<file path="src/rtl/vend_output_seq.sv">
// Vending machine output stage: validates the selection, dispenses the item for DISP_CYCLES
// cycles, then pays change (or a full refund) coin by coin over a valid/ready handshake.
// Optional macro STOCK_TRACK_EN adds per-item stock counters, a restock input and a sold_out
// output. Without it every item is always available.
module vend_output_seq #(
  parameter int unsigned W           = 8,
  parameter int unsigned N_ITEMS     = 4,
  parameter int unsigned SEL_W       = 2,
  parameter int unsigned DISP_CYCLES = 2,
  parameter int unsigned COIN_D0     = 20,
  parameter int unsigned COIN_D1     = 10,
  parameter int unsigned COIN_D2     = 5,
  parameter int unsigned COIN_D3     = 1
`ifdef STOCK_TRACK_EN
  ,
  parameter int unsigned STOCK_W     = 4,
  parameter int unsigned STOCK_INIT  = 15
`endif
) (
  input  logic               clk,
  input  logic               rst_n,
  input  logic               end_trans,
  input  logic [SEL_W-1:0]   item_select,
  input  logic [W-1:0]       price,
  input  logic [W-1:0]       sum_money,
  output logic               busy,
  output logic [N_ITEMS-1:0] item_out,
  output logic [W-1:0]       change,
  output logic               coin_valid,
  output logic [1:0]         coin_sel,
  input  logic               coin_ready,
  output logic               done,
  output logic               ok
`ifdef STOCK_TRACK_EN
  ,
  input  logic               restock,
  output logic [N_ITEMS-1:0] sold_out
`endif
);

  typedef enum logic [2:0] {StIdle, StCheck, StDispense, StChange, StDone} state_e;

  localparam int unsigned DCW = (DISP_CYCLES > 1) ? $clog2(DISP_CYCLES) : 1;
  localparam logic [DCW-1:0] DISP_LAST = DCW'(DISP_CYCLES - 1);

  localparam logic [W-1:0] D0 = W'(COIN_D0);
  localparam logic [W-1:0] D1 = W'(COIN_D1);
  localparam logic [W-1:0] D2 = W'(COIN_D2);
  localparam logic [W-1:0] D3 = W'(COIN_D3);

  state_e           state_q, state_d;
  logic [SEL_W-1:0] sel_q, sel_d;
  logic [W-1:0]     price_q, price_d;
  logic [W-1:0]     sum_q, sum_d;
  logic [W-1:0]     change_q, change_d;
  logic [W-1:0]     rem_q, rem_d;
  logic             fail_q, fail_d;
  logic             gap_q, gap_d;
  logic [DCW-1:0]   disp_cnt_q, disp_cnt_d;

  logic             sel_valid;
  logic             sel_empty;
  logic             refund;
  logic [1:0]       coin_idx;
  logic [W-1:0]     coin_amt;

  assign sel_valid = 32'(sel_q) < N_ITEMS;
  assign refund    = !sel_valid || (sum_q < price_q) || sel_empty;

  // Largest denomination not exceeding the remainder; D3 covers any nonzero remainder.
  always_comb begin
    coin_idx = 2'd3;
    coin_amt = D3;
    if (rem_q >= D0) begin
      coin_idx = 2'd0;
      coin_amt = D0;
    end else if (rem_q >= D1) begin
      coin_idx = 2'd1;
      coin_amt = D1;
    end else if (rem_q >= D2) begin
      coin_idx = 2'd2;
      coin_amt = D2;
    end
  end

  // Moore outputs decoded from registered state; gap_q forces the idle cycle between coins.
  always_comb begin
    busy       = (state_q != StIdle);
    done       = (state_q == StDone);
    ok         = (state_q == StDone) && !fail_q;
    change     = change_q;
    item_out   = (state_q == StDispense) ? (N_ITEMS'(1) << sel_q) : '0;
    coin_valid = (state_q == StChange) && (rem_q != '0) && !gap_q;
    coin_sel   = coin_valid ? coin_idx : 2'd0;
  end

  // Next-state and datapath updates.
  always_comb begin
    state_d    = state_q;
    sel_d      = sel_q;
    price_d    = price_q;
    sum_d      = sum_q;
    change_d   = change_q;
    rem_d      = rem_q;
    fail_d     = fail_q;
    gap_d      = 1'b0;
    disp_cnt_d = disp_cnt_q;
    unique case (state_q)
      StIdle: begin
        if (end_trans) begin
          sel_d   = item_select;
          price_d = price;
          sum_d   = sum_money;
          state_d = StCheck;
        end
      end
      StCheck: begin
        if (refund) begin
          change_d = sum_q;
          rem_d    = sum_q;
          fail_d   = 1'b1;
          state_d  = StChange;
        end else begin
          change_d   = sum_q - price_q;
          rem_d      = sum_q - price_q;
          fail_d     = 1'b0;
          disp_cnt_d = '0;
          state_d    = StDispense;
        end
      end
      StDispense: begin
        if (disp_cnt_q == DISP_LAST) begin
          state_d = StChange;
        end else begin
          disp_cnt_d = disp_cnt_q + 1'b1;
        end
      end
      StChange: begin
        if (rem_q == '0) begin
          state_d = StDone;
        end else if (coin_valid && coin_ready) begin
          rem_d = rem_q - coin_amt;
          gap_d = 1'b1;
        end
      end
      StDone: begin
        state_d = StIdle;
      end
      default: begin
        state_d = StIdle;
      end
    endcase
  end

  // State and datapath registers with synchronous active-low reset.
  always_ff @(posedge clk) begin
    if (!rst_n) begin
      state_q    <= StIdle;
      sel_q      <= '0;
      price_q    <= '0;
      sum_q      <= '0;
      change_q   <= '0;
      rem_q      <= '0;
      fail_q     <= 1'b0;
      gap_q      <= 1'b0;
      disp_cnt_q <= '0;
    end else begin
      state_q    <= state_d;
      sel_q      <= sel_d;
      price_q    <= price_d;
      sum_q      <= sum_d;
      change_q   <= change_d;
      rem_q      <= rem_d;
      fail_q     <= fail_d;
      gap_q      <= gap_d;
      disp_cnt_q <= disp_cnt_d;
    end
  end

`ifdef STOCK_TRACK_EN
  logic [STOCK_W-1:0] stock_q [N_ITEMS];
  logic [STOCK_W-1:0] stock_d [N_ITEMS];
  logic [N_ITEMS-1:0] sold_out_q;

  assign sold_out = sold_out_q;

  // Selected item's stock is empty; out-of-range selections are handled by sel_valid.
  always_comb begin
    sel_empty = 1'b0;
    for (int i = 0; i < N_ITEMS; i++) begin
      if (32'(sel_q) == i) begin
        sel_empty = (stock_q[i] == '0);
      end
    end
  end

  // Reload on restock while idle; decrement (saturating) on the CHECK -> DISPENSE transition.
  always_comb begin
    for (int i = 0; i < N_ITEMS; i++) begin
      stock_d[i] = stock_q[i];
      if (state_q == StIdle && restock) begin
        stock_d[i] = STOCK_W'(STOCK_INIT);
      end else if (state_q == StCheck && !refund && 32'(sel_q) == i && stock_q[i] != '0) begin
        stock_d[i] = stock_q[i] - 1'b1;
      end
    end
  end

  // Stock counters and registered sold_out flags.
  always_ff @(posedge clk) begin
    for (int i = 0; i < N_ITEMS; i++) begin
      if (!rst_n) begin
        stock_q[i]    <= STOCK_W'(STOCK_INIT);
        sold_out_q[i] <= (STOCK_INIT == 0);
      end else begin
        stock_q[i]    <= stock_d[i];
        sold_out_q[i] <= (stock_d[i] == '0);
      end
    end
  end
`else
  assign sel_empty = 1'b0;
`endif

endmodule

</file>
<file path="config.mk">
export PLATFORM = sky130hd
export DESIGN_NAME = vend_output_seq
export DESIGN_NICKNAME = d
export VERILOG_FILES = /design/src/rtl/vend_output_seq.sv
export SDC_FILE = /design/constraint.sdc
export NUM_CORES = 1
export LEC_CHECK = 0
export ABC_AREA = 1
export BUFFER_PORTS_ARGS = -buffer_cell sky130_fd_sc_hd__buf_2
export CORE_MARGIN = 5
export CORE_UTILIZATION = 60
export CTS_CLUSTER_DIAMETER = 80
export DETAILED_ROUTE_END_ITERATION = 10
export HOLD_SLACK_MARGIN = 0.02
export PLACE_DENSITY = 0.91
export RECOVER_POWER = 100
export SETUP_SLACK_MARGIN = 0.1
export SYNTH_ARGS = -nofsm -noshare
export SYNTH_HDL_FRONTEND = slang
export SYNTH_SLANG_ARGS = --single-unit
</file>
<file path="constraint.sdc">
create_clock -name clk -period 5.61 [get_ports clk]
set_input_delay 1.122 -clock clk [delete_from_list [all_inputs] [get_ports clk]]
set_output_delay 1.122 -clock clk [all_outputs]
set_load 0.02 [all_outputs]
</file>
# [Word level (Yosys, flattened, before mapping)]
# Cells that the tools add are included.
[totals] register_bits=40 latchBits=0 mem_bits_rw=0 mem_bits_ro=0 in_bits=22 out_inout_bits=18 wordCells=68 mem_count=0
[classes] n_addsub=3 n_mul=0 div_mod_pow=0 magnitude_cmp=4 eq_ne=10 shift=1 muxes=22 bitwise_logic=2 reduce_logical=17
[op_table] op="8-bit 2-to-1 mux" count=4
[op_table] op="8-bit case mux with 2 select lines" count=1
[op_table] op="8-bit subtractor" count=2
[op_table] op="3-bit 2-to-1 mux" count=4
[op_table] op="3-bit case mux with 4 select lines" count=1
[op_table] op="8-bit by 3-bit greater-or-equal comparator with 1-bit output, second input constant" count=1
[op_table] op="8-bit by 4-bit greater-or-equal comparator with 1-bit output, second input constant" count=1
[op_table] op="8-bit by 5-bit greater-or-equal comparator with 1-bit output, second input constant" count=1
[op_table] op="8-bit logical NOT" count=1
[op_table] op="8-bit < comparator" count=1
[op_table] op="4-bit 2-to-1 mux" count=2
[op_table] op="2-bit inequality test, second input constant" count=4
[op_table] op="8-bit nonzero test" count=1
[op_table] op="3-bit by 2-bit == test with 1-bit output, second input constant" count=2
[op_table] op="1-bit 2-to-1 mux" count=6
[op_table] op="2-bit 2-to-1 mux" count=3
[op_table] op="3-bit AND reduction" count=2
[op_table] op="1-bit logical AND" count=4
[op_table] op="2-bit by 1-bit inequality test with 1-bit output, second input constant" count=2
[op_table] op="2-bit AND reduction" count=2
[op_table] op="2-bit nonzero test" count=2
[op_table] op="1-bit by 2-bit << shifter with 4-bit output, first input constant" count=1
[op_table] op="3-bit by 1-bit == test with 1-bit output, second input constant" count=1
[op_table] op="3-bit == test, second input constant" count=1
[op_table] op="other kinds (7)" count=9

# [Logic depth before layout (Yosys ltp)]
# Gate-level depths: netlist (run 1).
[depth] depth_word=8 ltp_mapped=18 depth_no_buf=18

# [Worst setup path before layout (run 1)]
# No wires, ideal clock.
[synth_timing] path_type="register to output" start="reg state_q[1]" end="out coin_sel[0]" arrival_time_ps=1604 t_required_ps=4488 path_slack_ps=2884 path_stages_with_launch=7 path_buffers=0 path_cell_list="dfxtp_1 > inv_2 > nor2_8 > nand2_1 > nor2_1 > inv_1 > a21oi_1"
[synth_between] elab_chain_len=4
[synth_lines] element="from (decl)" line_no="51" text="state_e state_q, state_d;"
[synth_lines] element="from (signal assigned)" line_no="158" text="state_q <= StIdle;"
[synth_lines] element="from (signal assigned)" line_no="168" text="state_q <= state_d;"
[synth_lines] element="3-bit by 2-bit == test with 1-bit output" line_no="93" text="coin_valid = (state_q == StChange) && (rem_q != '0) && !gap_q;"
[synth_lines] element="1-bit logical AND (2 in series)" line_no="93"
[synth_lines] element="named net coin_valid" line_no="29" text="output logic coin_valid,"
[synth_lines] element="2-bit 2-to-1 mux" line_no="94" text="coin_sel = coin_valid ? coin_idx : 2'd0;"
[synth_lines] element="to (decl)" line_no="30" text="output logic [1:0] coin_sel,"
# The timed path passes the listed nets, and every way through them passes these cells.

# [Final worst setup path (run 1)]
[layout_timing] start="reg state_q[1]" end="out coin_sel[0]"
[layout_between] elab_chain_len=4
[layout_lines] element="3-bit by 2-bit == test with 1-bit output" line_no="93"
[layout_lines] element="1-bit logical AND (2 in series)" line_no="93"
[layout_lines] element="2-bit 2-to-1 mux" line_no="94"
# No other way between the ends.

==> impl_metrics.env, run 1 <==
export IMPL_outcome="completed"
export IMPL_routed_wl_um=5390
export IMPL_synth_top_cells_by_count="nand2_1, inv_1, dfxtp_1, a21oi_1, o21ai_0"
export IMPL_cp_end_kind="output port"
export IMPL_io_buffers=39
export IMPL_synth_mux_area_share_pct=0
export IMPL_max_freq_mhz=283
export IMPL_synth_area_mm2=0.00241
export IMPL_detail_route_iter0_violations=99
export IMPL_startpoint_type="register"
export IMPL_yosysWarnings=0
export IMPL_r2r_cells=18
export IMPL_diodes=0
export IMPL_min_path_type="register to register"
export IMPL_synth_nets=396
export IMPL_core_mm2=0.00394
export IMPL_whs_ns=0.456
export IMPL_die_area_mm2=0.00538
export IMPL_ant_nets=0
export IMPL_postCtsHoldBufs=0
export IMPL_synth_top_area_share_pct=33.3
export IMPL_cts_setup_buffers=0
export IMPL_ys_flop_type="dfxtp_1"
export IMPL_fin_crit_sh_pct=63.0
export IMPL_required_ns=4.49
export IMPL_clock_sinks=40
export IMPL_synth_edff_count=0
export IMPL_ctsResizeCount=0
export IMPL_setup_viol=0
export IMPL_hold_viol=0
export IMPL_crit_slowest_cell="nor2_1"
export IMPL_gp_congestion=0.912
export IMPL_die_height_um=73.3
export IMPL_max_slew_margin_pct=12.1
export IMPL_yosys_area_share_adder_pct=8.42
export IMPL_cts_clk_slew_worst_paths_ns=0.08
export IMPL_rows=23
export IMPL_clock_skew_ns=0.0104
export IMPL_yosys_cell_types_count=33
export IMPL_drive_gt1_share_pct=9.07
export IMPL_ys_seq_area_share_pct=33.3
export IMPL_cp_max_fo=10
export IMPL_start_util_pct=61.1
export IMPL_wl_per_cell_um=12.1
export IMPL_synth_top_family_by_area="simple AND/OR/NAND/NOR gates"
export IMPL_crit_type="register to output port"
export IMPL_synthArstFlopShare_pct=0
export IMPL_synth_area_per_cell_um2=6.71
export IMPL_ys_ff_latch=40
export IMPL_synth_xor_xnor_area_share_pct=1.09
export IMPL_timing_setup_tns_ns=0
export IMPL_grt_usage_pct=21.5
export IMPL_clk_latency_ns=0.29
export IMPL_die_w_um=73.3
export IMPL_cts_tree="yes"
export IMPL_first_pass_iters=4
export IMPL_synth_area_leaders="dfxtp_1, nand2_1, inv_1"
export IMPL_worst_hold_path_num_cells=2
export IMPL_synth_area_leader_cell="dfxtp_1"
export IMPL_ctsHtreeMaxLevel=2
export IMPL_syn_to_final_growth_pct=10.8
export IMPL_rsz0062_at_grt="no"
export IMPL_worstPathArrival_ns=2.41
export IMPL_synth_simple_area_share_pct=25.6
export IMPL_drv_slew=0
export IMPL_drcViolationCount=0
export IMPL_clockBufferDepth=2
export IMPL_grt_overflow_total=0
export IMPL_cap_violations=0
export IMPL_vias_per_cell=5.34
export IMPL_slowest_delay_ns=0.60
export IMPL_setup_slack_ns=2.08
export IMPL_dp_slack_ns=2.96
export IMPL_vias=2386
export IMPL_layout_min_cycle_time_ns=3.53
export IMPL_hpwl_um=4170
export IMPL_yosysMostFrequentCell="nand2_1"
export IMPL_worst_pin_slew_ns=1.32
export IMPL_io_pins=40
export IMPL_numCtsBuffers=5
export IMPL_critical_path_cell_chain="inv_1 > nor2_1 > nand2_1 > nor2_1 > inv_1 > a21oi_1 > clkbuf_1"
export IMPL_grt_pass1_wl_um=9230
export IMPL_syn_inst=359
export IMPL_grt_max_degree=37
export IMPL_cts_root_buffer="clkbuf_8"
export IMPL_antenna_found_initial=0
export IMPL_final_nets=433
export IMPL_grt_pass1_vias=2227
export IMPL_synth_compound_area_share_pct=18.9
area by class of cell:
| cell class | instances | area, um2 |
|---|---|---|
| tap | 50 | 62.6 |
| sequential | 40 | 801 |
| clock inverter | 3 | 18.8 |
| multi-input combinational | 241 | 1280 |
| clock buffer | 5 | 68.8 |
| timing repair buffer | 39 | 174 |
| inverter | 69 | 259 |
| fill | 363 | 1270 |
placed cells by master (no fill, tap or decap), drive strengths merged:
cell type,count
inv,68
xor2,1
dfxtp,40
a21o,1
o21ai,33
o211ai,7
nor2,19
xnor2,2
ha,13
a31oi,2
nand3b,2
clkbuf,22
clkinv,4
nand2,82
o311ai,1
o21bai,1
nand3,22
nand4,4
a21oi,38
o22ai,1
nor3,7
nor4,1
buf,22
or2,2
fa,2
final timing paths:
check,start,to,slack (ns)
setup / recovery,state_q[1],coin_sel[0],2.08
hold / removal,price_q[0],price_q[0],0.46
setup reg to reg,rem_q[5],rem_q[5],2.91
hold reg to reg,price_q[0],price_q[0],0.46
flip-flops by register name (all words and copies together), names as in the netlist:
register / cells
sel_q: 2
change: 8
price_q: 8
rem_q: 8
fail_q: 1
gap_q: 1
sum_q: 8
disp_cnt_q: 1
state_q: 3
worst max-delay path, delay by kind of cell, from the launching register on:
family | cells | cell delay (ns)
buffers and inverters | 3 | 0.47
AOI/OAI and AO/OA | 1 | 0.12
DFF | 1 | 0.46
and+or+nand+nor | 3 | 1.07
kinds of logic after synthesis:
family                   Yosys count
adder cells (fa/ha/maj)           15
buffers and inverters             78
AO/OA/AOI/OAI                     84
flip-flops                        40
XOR/XNOR                           3
AND/OR/NAND/NOR                  139
routing by layer:
layer / wire length (um) / up-vias / GRT usage (%)
met5: 0 / - / 0
met3: 248 / 14 / 4.51
li1: - / 1235 / -
met2: 2600 / 47 / 38.6
met4: 106 / 0 / 7.44
met1: 2440 / 1090 / 25.1
through the flow:
stage	std cells	instance area, um2	util [%]
floorplan	359	2410	-
global placement	439	2620	66.4
detailed placement	439	2620	66.4
CTS	447	2710	68.6
global route	447	2670	67.7
finish	447	2670	67.7
Power of run 1 is left out: the tool's default activity adds up to more than one toggle a clock period on the data nets, which glitch-free logic cannot reach.
==> inputs of run 2 (changes only) <==
--- a/config.mk
+++ b/config.mk
@@ -8,11 +8,11 @@
 export ABC_AREA = 1
 export BUFFER_PORTS_ARGS = -buffer_cell sky130_fd_sc_hd__buf_2
 export CORE_MARGIN = 5
-export CORE_UTILIZATION = 60
+export CORE_UTILIZATION = 56
 export CTS_CLUSTER_DIAMETER = 80
 export DETAILED_ROUTE_END_ITERATION = 10
 export HOLD_SLACK_MARGIN = 0.02
-export PLACE_DENSITY = 0.91
+export PLACE_DENSITY = 0.86
 export RECOVER_POWER = 100
 export SETUP_SLACK_MARGIN = 0.1
 export SYNTH_ARGS = -nofsm -noshare
==> constraint.sdc (replaced) <==
create_clock -name clk -period 3.4 [get_ports clk]
set_input_delay 0.68 -clock clk [delete_from_list [all_inputs] [get_ports clk]]
set_output_delay 0.68 -clock clk [all_outputs]
set_load 0.02 [all_outputs]
==> run 2 against run 1 <==
Compared with the run above: utilization down 1.2 points; first-iteration DRC count up 6.1%; cell count up 0.22%; register-to-register slack worse by 2.2 ns; clock skew down 0.0048 ns; sequential share of layout area down 0.54 points.
==> impl_metrics.env, run 2 (synthesis gave the netlist of run 1 again) <==
export IMPL_clock_skew_ns=0.00562
export IMPL_gp_congestion=0.884
export IMPL_wl_per_cell_um=11.8
export IMPL_diodes=0
export IMPL_io_pins=40
export IMPL_cp_end_kind="output port"
export IMPL_layout_min_cycle_time_ns=2.97
export IMPL_outcome="completed"
export IMPL_drive_gt1_share_pct=9.80
export IMPL_numCtsBuffers=5
export IMPL_cp_max_fo=10
export IMPL_crit_slowest_cell="nor2_1"
export IMPL_grt_pass1_wl_um=9030
export IMPL_dp_slack_ns=0.838
export IMPL_grt_max_degree=37
export IMPL_cp_num_buf_inv=3
export IMPL_clk_latency_ns=0.28
export IMPL_rows=23
export IMPL_rrSetupSlack_ns=0.76
export IMPL_min_path_type="register to register"
export IMPL_clock_sinks=40
export IMPL_layout_cells_non_filler=448
export IMPL_detail_route_iter0_violations=105
export IMPL_max_freq_mhz=337
export IMPL_hpwl_um=4040
export IMPL_setup_viol=0
export IMPL_drcViolationCount=0
export IMPL_drv_slew=0
export IMPL_r2r_start="rem_q[5]"
export IMPL_clockBufferDepth=2
export IMPL_ctsHtreeMaxLevel=2
export IMPL_cap_violations=0
export IMPL_start_util_pct=58.9
export IMPL_cts_tree="yes"
export IMPL_postCtsHoldBufs=0
export IMPL_slowest_delay_ns=0.61
export IMPL_ant_nets=0
export IMPL_routed_wl_um=5280
export IMPL_antenna_found_initial=0
export IMPL_syn_to_final_growth_pct=12.8
export IMPL_worstPathArrival_ns=2.29
export IMPL_required_ns=2.72
export IMPL_critical_path_cell_chain="inv_1 > nor2_1 > nand2_1 > nor2_1 > inv_1 > a21oi_1 > buf_2"
export IMPL_fin_crit_sh_pct=87.3
export IMPL_crit_start="state_q[1]"
export IMPL_cts_clk_slew_worst_paths_ns=0.08
export IMPL_startpoint_type="register"
export IMPL_first_pass_iters=5
export IMPL_vias_per_cell=5.20
export IMPL_dp_cells=440
export IMPL_timing_setup_tns_ns=0
export IMPL_crit_type="register to output port"
export IMPL_cp_top_family="simple AND/OR/NAND/NOR gates"
export IMPL_cts_setup_buffers=0
export IMPL_die_height_um=75.6
export IMPL_vias=2330
export IMPL_die_w_um=75.6
export IMPL_cts_root_buffer="clkbuf_8"
export IMPL_setup_slack_ns=0.431
export IMPL_final_nets=434
export IMPL_grt_overflow_total=0
export IMPL_ctsResizeCount=0
export IMPL_final_cell_mix="nand2_1, inv_1, dfxtp_1"
export IMPL_rsz0062_at_grt="no"
export IMPL_grt_pass1_vias=2188
export IMPL_die_area_mm2=0.00571
export IMPL_hp_start="fail_q"
export IMPL_worst_pin_slew_ns=1.27
export IMPL_core_mm2=0.00409
export IMPL_hold_viol=0
export IMPL_grt_usage_pct=20.1
export IMPL_max_slew_margin_pct=15.0
export IMPL_layout_commonest_cell="nand2_1"
export IMPL_io_buffers=39
run 2: cell types whose count changed in the layout (fill, tap and decap cells not counted):
cell and delta:
bufinv_16 +1, clkbuf_1 -2, buf_2 +2, clkinv_2 -2, clkinv_4 -1, buf_4 +1
clkbuf_8 +2
run 2: final cells by class:
cell class / instances / area, um2
timing repair buffer: 40 / 184
sequential: 40 / 801
clock buffer: 7 / 96.3
inverter: 69 / 259
multi-input combinational: 241 / 1280
tap: 50 / 62.6
clock inverter: 1 / 30.0
fill: 358 / 1370
run 2: final timing paths:
path	to	depth (start not counted)
max	coin_sel[0]	7
min	fail_q	2
max reg2reg	rem_q[5]	18
min reg2reg	fail_q	2
run 2: through the flow:
| stage | area, um2 | util (%) | hold slack, ns |
|---|---|---|---|
| after floorplan | 2410 | - | 0.426 |
| after global placement | 2630 | 64.2 | 0.441 |
| after detailed placement | 2630 | 64.2 | 0.438 |
| after CTS | 2750 | 67.3 | 0.452 |
| after global routing | 2720 | 66.5 | 0.488 |
| final | 2720 | 66.5 | 0.449 |
run 2: worst reg2reg max path, cell delays in order, from the launching register on:
cell and delay [ns]:
dfxtp_1 0.33, inv_1 0.12, nand2_1 0.10, nor2_1 0.16, inv_1 0.06, nor2_1 0.14, inv_1 0.07, nand2_1 0.16
nand2_1 0.08, ha_1 0.34, a21oi_1 0.16, nand2_1 0.11, a21oi_1 0.22, nand2_1 0.08, nand2_1 0.06, inv_1 0.05
o21ai_0 0.16, nand2_1 0.07, nor2_1 0.11
run 2: metal layers:
| metal | GRT usage [%] | vias to the layer above | part of all wire [%] |
|---|---|---|---|
| met5 | 0 | - | 0 |
| met1 | 24.8 | 1037 | 46 |
| li1 | - | 1237 | - |
| met3 | 2.77 | 2 | 4.7 |
| met2 | 36.9 | 54 | 49 |
| met4 | 4.66 | 0 | 0.28 |
Power of run 2 is left out for the same reason.
==> inputs of run 3 (changes only) <==
--- a/config.mk
+++ b/config.mk
@@ -13,7 +13,7 @@
 export DETAILED_ROUTE_END_ITERATION = 10
 export HOLD_SLACK_MARGIN = 0.02
 export PLACE_DENSITY = 0.86
-export RECOVER_POWER = 100
+export RECOVER_POWER = 50
 export SETUP_SLACK_MARGIN = 0.1
 export SYNTH_ARGS = -nofsm -noshare
 export SYNTH_HDL_FRONTEND = slang
==> run 3 against run 2 <==
Compared with the run above: first-iteration DRC count is 23% higher; count of clock-buffer cells in the layout did not move; cell area rose by 0.60%; worst setup slack gained 0.34 ns; cell count did not move.
==> impl_metrics.env, run 3 (synthesis gave the netlist of run 1 again) <==
export IMPL_outcome="completed"
export IMPL_crit_start="rem_q[5]"
export IMPL_max_slew_margin_pct=16.1
export IMPL_grt_usage_pct=20.1
export IMPL_cp_endpoint="rem_q[5]"
export IMPL_cts_tree="yes"
export IMPL_cp_end_kind="register"
export IMPL_cts_root_buffer="clkbuf_8"
export IMPL_numCtsBuffers=5
export IMPL_timing_setup_tns_ns=0
export IMPL_cap_violations=0
export IMPL_detail_route_iter0_violations=129
export IMPL_diodes=0
export IMPL_placed_area_mm2=0.00263
export IMPL_grt_pass1_wl_um=9030
export IMPL_grt_max_degree=37
export IMPL_grt_pass1_vias=2188
export IMPL_min_path_type="register to register"
export IMPL_postLayoutCellArea_mm2=0.00273
export IMPL_rrSetupSlack_ns=0.77
export IMPL_start_util_pct=58.9
export IMPL_r2r_cells=18
export IMPL_r2r_end="rem_q[5]"
export IMPL_die_area_mm2=0.00571
export IMPL_startpoint_type="register"
export IMPL_clock_sinks=40
export IMPL_cp_max_fo=5
export IMPL_hpwl_um=4040
export IMPL_hold_viol=0
export IMPL_layout_min_cycle_time_ns=2.63
export IMPL_core_mm2=0.00409
export IMPL_crit_type="register to register"
export IMPL_drv_slew=0
export IMPL_layout_commonest_cell="nand2_1"
export IMPL_ctsResizeCount=0
export IMPL_die_w_um=75.6
export IMPL_final_cell_mix="nand2_1, inv_1, dfxtp_1"
export IMPL_final_nets=434
export IMPL_vias_per_cell=5.19
export IMPL_die_height_um=75.6
export IMPL_grt_overflow_total=0
export IMPL_cts_setup_buffers=0
export IMPL_antenna_found_initial=0
export IMPL_syn_to_final_growth_pct=13.5
export IMPL_worstPathArrival_ns=2.85
export IMPL_drcViolationCount=0
export IMPL_wl_per_cell_um=11.8
export IMPL_gp_congestion=0.884
export IMPL_rsz0062_at_grt="no"
export IMPL_drive_gt1_share_pct=10.1
export IMPL_clockBufferDepth=2
export IMPL_fillCellCount=355
export IMPL_r2r_start="rem_q[5]"
export IMPL_clk_latency_ns=0.28
export IMPL_routed_wl_um=5280
export IMPL_cts_clk_slew_worst_paths_ns=0.08
export IMPL_setup_viol=0
export IMPL_rows=23
export IMPL_max_freq_mhz=380
export IMPL_clock_skew_ns=0.00570
export IMPL_ant_nets=0
export IMPL_worst_pin_slew_ns=1.26
export IMPL_io_buffers=39
export IMPL_fin_crit_sh_pct=77.3
export IMPL_postCtsHoldBufs=0
export IMPL_vias=2323
export IMPL_io_pins=40
export IMPL_required_ns=3.62
export IMPL_ctsHtreeMaxLevel=2
export IMPL_first_pass_iters=4
-- run 3: area by class of cell --
type	instances	area, um2	area share [%]
multi-input combinational	241	1300	47.6
tap	50	62.6	2.29
inverter	69	259	9.48
clock inverter	1	30.0	1.10
timing repair buffer	40	184	6.73
sequential	40	801	29.3
clock buffer	7	96.3	3.53
-- run 3: through the flow --
step	instances	hold WS [ns]	setup WS, ns	utilization, %
after floorplan	359	0.426	1.11	-
after global routing	448	0.488	0.402	66.9
after detailed placement	440	0.438	0.838	64.2
after global placement	440	0.441	0.956	64.2
after CTS	448	0.452	0.809	67.3
final	448	0.449	0.772	66.9
-- run 3: metal layers --
layer	vias to the layer above	GRT usage (%)	wire length, um	share of wire, %
met5	-	0	0	0
met4	0	4.66	19	0.36
met3	2	2.77	268	5.1
met2	57	36.9	2580	49
met1	1027	24.8	2400	46
li1	1237	-	-	-
-- run 3: critical path, cell delays in order, from the launching register on --
cell and delay, ns:
dfxtp_1 0.32, inv_1 0.12, nand2_1 0.10, nor2_1 0.16, inv_1 0.06, nor2_1 0.13, inv_1 0.07, nand2_1 0.16
nand2_1 0.08, ha_1 0.34, a21oi_1 0.16, nand2_1 0.11, a21oi_1 0.22, nand2_1 0.08, nand2_1 0.06, inv_1 0.04
o21ai_0 0.16, nand2_1 0.07, nor2_1 0.11
-- run 3: worst min-delay path by stage --
stage | cells past startpoint | endpoint | start | slack [ns]
finish | 2 | fail_q | fail_q | 0.45
global route | 2 | fail_q | fail_q | 0.49
floorplan | 2 | fail_q | fail_q | 0.43
detailed placement | 2 | fail_q | fail_q | 0.44
CTS | 2 | fail_q | fail_q | 0.45
global placement | 2 | fail_q | fail_q | 0.44
Power of run 3 is left out for the same reason.
